==> config.mk <==
export PLATFORM = sky130hd
export DESIGN_NAME = collision_scanner
export DESIGN_NICKNAME = d
export VERILOG_FILES = /design/src/rtl/collision_scanner.sv
export SDC_FILE = /design/constraint.sdc
export NUM_CORES = 1
export LEC_CHECK = 0
export BUFFER_PORTS_ARGS = -buffer_cell sky130_fd_sc_hd__buf_2
export CORE_MARGIN = 2
export CORE_UTILIZATION = 30
export DETAILED_ROUTE_END_ITERATION = 10
export PLACE_DENSITY_LB_ADDON = 0.15
export SLEW_MARGIN = 20
export SYNTH_ARGS = -nofsm -noshare
export SYNTH_HDL_FRONTEND = slang
export SYNTH_SLANG_ARGS = --single-unit
export TNS_END_PERCENT = 5
==> constraint.sdc <==
create_clock -name clk -period 5.35 [get_ports clk]
set_clock_uncertainty 0.05 [all_clocks]
set_input_delay 1.07 -clock clk [delete_from_list [all_inputs] [get_ports clk]]
set_output_delay 1.07 -clock clk [all_outputs]
set_load 0.02 [all_outputs]
==> src/rtl/collision_scanner.sv <==
// Snapshots every snake on start, then scans one target segment per cycle against all
// live heads; per-snake hits collect into an accumulator that feeds sticky stop flags.
module collision_scanner #(
    parameter int NUM_SNAKES = 2,
    parameter int MAX_LEN    = 16,
    parameter int X_W        = 5,
    parameter int Y_W        = 5,
    parameter int LEN_BITS   = 5,
    parameter int GRID_W     = 32,
    parameter int GRID_H     = 24,
    parameter int SELF_CHECK = 1
) (
    input  logic                                       clk,
    input  logic                                       rst_n,
    input  logic                                       start,
    input  logic                                       clear,
    input  logic [NUM_SNAKES*MAX_LEN*(X_W+Y_W)-1:0]    snakes,
    input  logic [NUM_SNAKES*LEN_BITS-1:0]             lens,
    output logic                                       busy,
    output logic                                       done,
    output logic [NUM_SNAKES-1:0]                      stop,
    output logic [NUM_SNAKES-1:0]                      hit_now
);

    localparam int NUM_LEN = X_W + Y_W;
    localparam int J_W     = (NUM_SNAKES > 1) ? $clog2(NUM_SNAKES) : 1;
    localparam int K_W     = (MAX_LEN > 1) ? $clog2(MAX_LEN) : 1;

    typedef enum logic [1:0] {
        IDLE    = 2'd0,
        SCAN    = 2'd1,
        DONE_ST = 2'd2
    } state_t;

    state_t                              state_r, state_s;
    logic [NUM_SNAKES*MAX_LEN*NUM_LEN-1:0] snap_r;
    logic [NUM_SNAKES*LEN_BITS-1:0]      lens_r;
    logic [J_W-1:0]                      j_r, j_s;
    logic [K_W-1:0]                      k_r, k_s;
    logic [NUM_SNAKES-1:0]               acc_r, acc_s, hit_s;
    logic [NUM_LEN-1:0]                  tgt_seg_s;
    int                                  tgt_len_s;
    logic                                tgt_valid_s, first_s, last_s;

    function automatic int eff_len(input logic [LEN_BITS-1:0] l);
        return (int'(l) > MAX_LEN) ? MAX_LEN : int'(l);
    endfunction

    function automatic logic wall_hit(input logic [NUM_LEN-1:0] seg);
        return (int'(seg[X_W-1:0]) >= GRID_W) || (int'(seg[NUM_LEN-1:X_W]) >= GRID_H);
    endfunction

    // Compare the current snapshot target against every live head in parallel.
    always_comb begin
        hit_s       = {NUM_SNAKES{1'b0}};
        tgt_len_s   = eff_len(lens_r[int'(j_r)*LEN_BITS +: LEN_BITS]);
        tgt_seg_s   = snap_r[(int'(j_r)*MAX_LEN + int'(k_r))*NUM_LEN +: NUM_LEN];
        // A zero-length target snake makes every k invalid here.
        tgt_valid_s = (int'(k_r) < tgt_len_s);
        first_s     = (j_r == {J_W{1'b0}}) && (k_r == {K_W{1'b0}});
        for (int i = 0; i < NUM_SNAKES; i++) begin
            hit_s[i] = (eff_len(lens_r[i*LEN_BITS +: LEN_BITS]) != 0) &&
                       ((first_s && wall_hit(snap_r[i*MAX_LEN*NUM_LEN +: NUM_LEN])) ||
                        (tgt_valid_s &&
                         (snap_r[i*MAX_LEN*NUM_LEN +: NUM_LEN] == tgt_seg_s) &&
                         ((i != int'(j_r)) ||
                          ((k_r != {K_W{1'b0}}) && (SELF_CHECK != 0)))));
        end
    end

    // Next-state, counter stepping and accumulation.
    always_comb begin
        state_s = state_r;
        j_s     = j_r;
        k_s     = k_r;
        acc_s   = acc_r;
        last_s  = (int'(j_r) == NUM_SNAKES - 1) && (int'(k_r) == MAX_LEN - 1);
        case (state_r)
            IDLE: begin
                if (start) begin
                    state_s = SCAN;
                    j_s     = {J_W{1'b0}};
                    k_s     = {K_W{1'b0}};
                    acc_s   = {NUM_SNAKES{1'b0}};
                end else begin
                    state_s = IDLE;
                end
            end
            SCAN: begin
                acc_s = acc_r | hit_s;
                if (last_s) begin
                    state_s = DONE_ST;
                end else if (int'(k_r) == MAX_LEN - 1) begin
                    k_s = {K_W{1'b0}};
                    j_s = j_r + J_W'(1'b1);
                end else begin
                    k_s = k_r + K_W'(1'b1);
                end
            end
            DONE_ST: state_s = IDLE;
            default: state_s = IDLE;
        endcase
    end

    // State, counters, accumulator and the input snapshot.
    always_ff @(posedge clk or negedge rst_n) begin
        if (!rst_n) begin
            state_r <= IDLE;
            j_r     <= {J_W{1'b0}};
            k_r     <= {K_W{1'b0}};
            acc_r   <= {NUM_SNAKES{1'b0}};
            snap_r  <= {(NUM_SNAKES*MAX_LEN*NUM_LEN){1'b0}};
            lens_r  <= {(NUM_SNAKES*LEN_BITS){1'b0}};
        end else begin
            state_r <= state_s;
            j_r     <= j_s;
            k_r     <= k_s;
            acc_r   <= acc_s;
            if ((state_r == IDLE) && start) begin
                snap_r <= snakes;
                lens_r <= lens;
            end
        end
    end

    // Registered outputs; the DONE update takes priority over clear.
    always_ff @(posedge clk or negedge rst_n) begin
        if (!rst_n) begin
            busy    <= 1'b0;
            done    <= 1'b0;
            stop    <= {NUM_SNAKES{1'b0}};
            hit_now <= {NUM_SNAKES{1'b0}};
        end else begin
            busy <= (state_s == SCAN);
            done <= (state_s == DONE_ST);
            if (state_r == DONE_ST) begin
                hit_now <= acc_r;
                stop    <= clear ? acc_r : (stop | acc_r);
            end else if (clear) begin
                stop <= {NUM_SNAKES{1'b0}};
            end
        end
    end

endmodule
==> results.cfg <==
[final_layout]
final_common_cell = nand2_1
register_area_mm2 = 0.00864
n_fill_cell = 5436
antenna_cells = 0
final_cell_mix = 1020 x nand2_1, 342 x dfrtp_1, 338 x buf_2
multi_input_area_mm2 = 0.00698
drive_gt1_share_pct = 24.6
final_cells = 2761
syn_to_final_growth_pct = 22.9
nNetsFinal = 2383

[synthesis]
seq_area_frac_synth_pct = 53.7
synth_top_cell_by_area = dfrtp_1
synth_top_area_share_pct = 53.7
ys_types = 55
synthCells = 1751
synthFlopType = dfrtp_1
synth-async-reset-ratio_pct = 100
synth-seq-cells = 345
synth_edf_count = 0
ys_top_cells_by_area = dfrtp_1 54%, nand2_1 24%, mux4_2 8.0%
syn_avg_cell_area_um2 = 9.19
synthesis.nets = 2090
netlist_area_mm2 = 0.0161
yosys_warnings = 0

[floorplanning]
rows = 84
coreArea_mm2 = 0.0528
dieArea_mm2 = 0.0555
fp.dieH_um = 236
die_x_um = 236
start_util_pct = 30.5
ios = 340

[power_and_ir_drop]
pwr-share-seq_pct = 39.9
switchingPower_uw = 4450
cellPowerDensity_mw_per_mm2 = 601
irDropWorstVdd_v = 0.000255
power.internal_uw = 7430
p_leak_uw = 0.0104
switching_share_pct = 37.5
p_total_uw = 11900
clockPowerShare_pct = 23.8
combPwrFrac_pct = 36.3

[cts]
worst_skew_pair.late_latency_ns = 0.56
cts_tree = yes
htree_levels = 2
cts_hold_buf = 0
cts_resized = 0
clkSlewWorstSetupHoldPaths_ns = 0.06
numCtsBuffers = 41
clock_sinks = 345
cts_max_path_buffers = 3
postCtsSetupRepairBufs = 0
root_buffer = clkbuf_16

[sta]
max_freq_mhz = 301
setup_tns_ns = 0
finalHoldViolCount = 0
slew_viol_final = 0
final.setup.worst_slack_ns = 2.03
worst_pin_slew_ns = 0.955
relSlewSlack_pct = 36.3
setup_viol = 0
rsz0062_at_grt = no
period_share_pct = 62.1
layout_min_cycle_time_ns = 3.32

[setup_path]
rrSetupSlack_ns = 2.03
reg2regPathDepth = 8
arrival_ns = 3.76
end_kind = register
start_kind = register
worst_ep_required_time_ns = 5.79
r2r-end = acc_r[1]
cp_max_fo = 40
crit-reg2reg-launch = k_r[0]
cp-endpoint = acc_r[1]
crit_path_start = k_r[0]
critPathKind = reg2reg

[global_routing]
track_usage_pct = 19.7
grt_pass1_vias = 13600
grt_pass1_wl_um = 83300
grt_antenna_before_repair = 0
overflow = 0
grt_start_max_net_pins = 159

[route]
drtPass1Iterations = 5
wl_per_cell_um = 19.8
via_per_inst = 4.77
route.vias.total = 13200
ant_nets = 0
wl_um = 54600
drc_errors = 0
drtIter0Drc = 1060

[placement]
gpl.final_weighted_congestion = 0.889
io_buffers = 339
pre_cts_ws_ns = 1.95
placed_cells = 2689
hpwl_um = 39300

[worst_hold_path]
hold_depth = 2
hold_path.class = reg2reg

[status]
status = finished, final reports clean

[job]
drv_cap = 0
[layout make-up]
cell class	instances	share of cell area [%]
Sequential cell	345	43.7
Multi-Input combinational cell	1294	35.3
Timing Repair Buffer	355	9.62
Clock buffer	60	6.27
Tap cell	688	4.35
Clock inverter	12	0.633
Inverter	7	0.133
[logic make-up (layout without fill, tap and decap cells)]
group | count (synthesis) | in the layout | synth area share (%)
DFF | 345 | 345 | 53.7
and+or+nand+nor | 1089 | 1089 | 26.5
buffers and inverters | 112 | 434 | 3.04
muxes | 110 | 110 | 12.2
AOI/OAI and AO/OA | 79 | 79 | 3.61
adders and majority gates | 5 | 5 | 0.389
xor gates and xnor gates | 11 | 11 | 0.599
[Yosys cell counts, types with 6 or more instances]
| library cell | number |
|---|---|
| mux4_2 | 57 |
| buf_1 | 9 |
| o21ai_0 | 19 |
| nor3b_1 | 6 |
| o221ai_1 | 8 |
| a221oi_1 | 9 |
| nand2_1 | 1021 |
| a21oi_1 | 7 |
| buf_2 | 12 |
| xor2_1 | 8 |
| nor2_1 | 13 |
| mux4_1 | 8 |
| nand4_1 | 6 |
| nor3_1 | 14 |
| mux2_2 | 17 |
| clkbuf_1 | 76 |
| mux2i_1 | 28 |
| dfrtp_1 | 345 |
[routing by layer]
| metal | track usage (%) | routed length [µm] | vias to the layer above |
|---|---|---|---|
| met3 | 3.18 | 2950 | 76 |
| met4 | 6.29 | 1430 | 0 |
| met5 | 0 | 0 | - |
| li1 | - | - | 6251 |
| met1 | 27.4 | 24900 | 6464 |
| met2 | 31.4 | 25400 | 366 |
[stage by stage]
step / cell area, µm² / hold slack, ns / utilization, %
after floorplan: 16100 / 0.387 / -
after detailed placement: 18400 / 0.404 / 34.9
after global placement: 18400 / 0.401 / 34.9
after global routing: 19800 / 0.432 / 37.5
after CTS: 19800 / 0.417 / 37.5
final: 19800 / 0.414 / 37.5
[critical path, stage by stage, from the launching register on]
cell,delay (ns)
dfrtp_4,0.96
buf_12,0.35
mux4_2,0.53
a22o_1,0.27
a211oi_2,0.34
nor3_1,0.09
nor4b_1,0.35
nand4_1,0.14
o21ai_1,0.14
[power by group through the flow]
stage	clock [µW]	sequential, µW	combinational, µW
3_3_place_gp	0	4780	4290
4_1_cts	2910	4750	4370
5_1_grt	3010	4910	4790
6_report	2830	4740	4310
3_5_place_dp	0	4780	4340
2_1_floorplan	0	4240	3320
[flip-flops by register name (all words and copies together), names as in the netlist]
| name | count |
|---|---|
| acc_r | 2 |
| busy | 1 |
| done | 1 |
| hit_now | 2 |
| j_r | 1 |
| k_r | 4 |
| lens_r | 10 |
| snap_r | 320 |
| state_r | 2 |
| stop | 2 |
[worst min-delay path by stage]
stage / from / slack [ns] / endpoint
floorplan: snap_r[131] / 0.39 / snap_r[131]
global placement: snap_r[151] / 0.40 / snap_r[151]
detailed placement: snap_r[15] / 0.40 / snap_r[15]
CTS: snap_r[15] / 0.42 / snap_r[15]
global route: snap_r[105] / 0.43 / snap_r[105]
finish: snap_r[15] / 0.41 / snap_r[15]
Power figures use the tool's default switching activity.
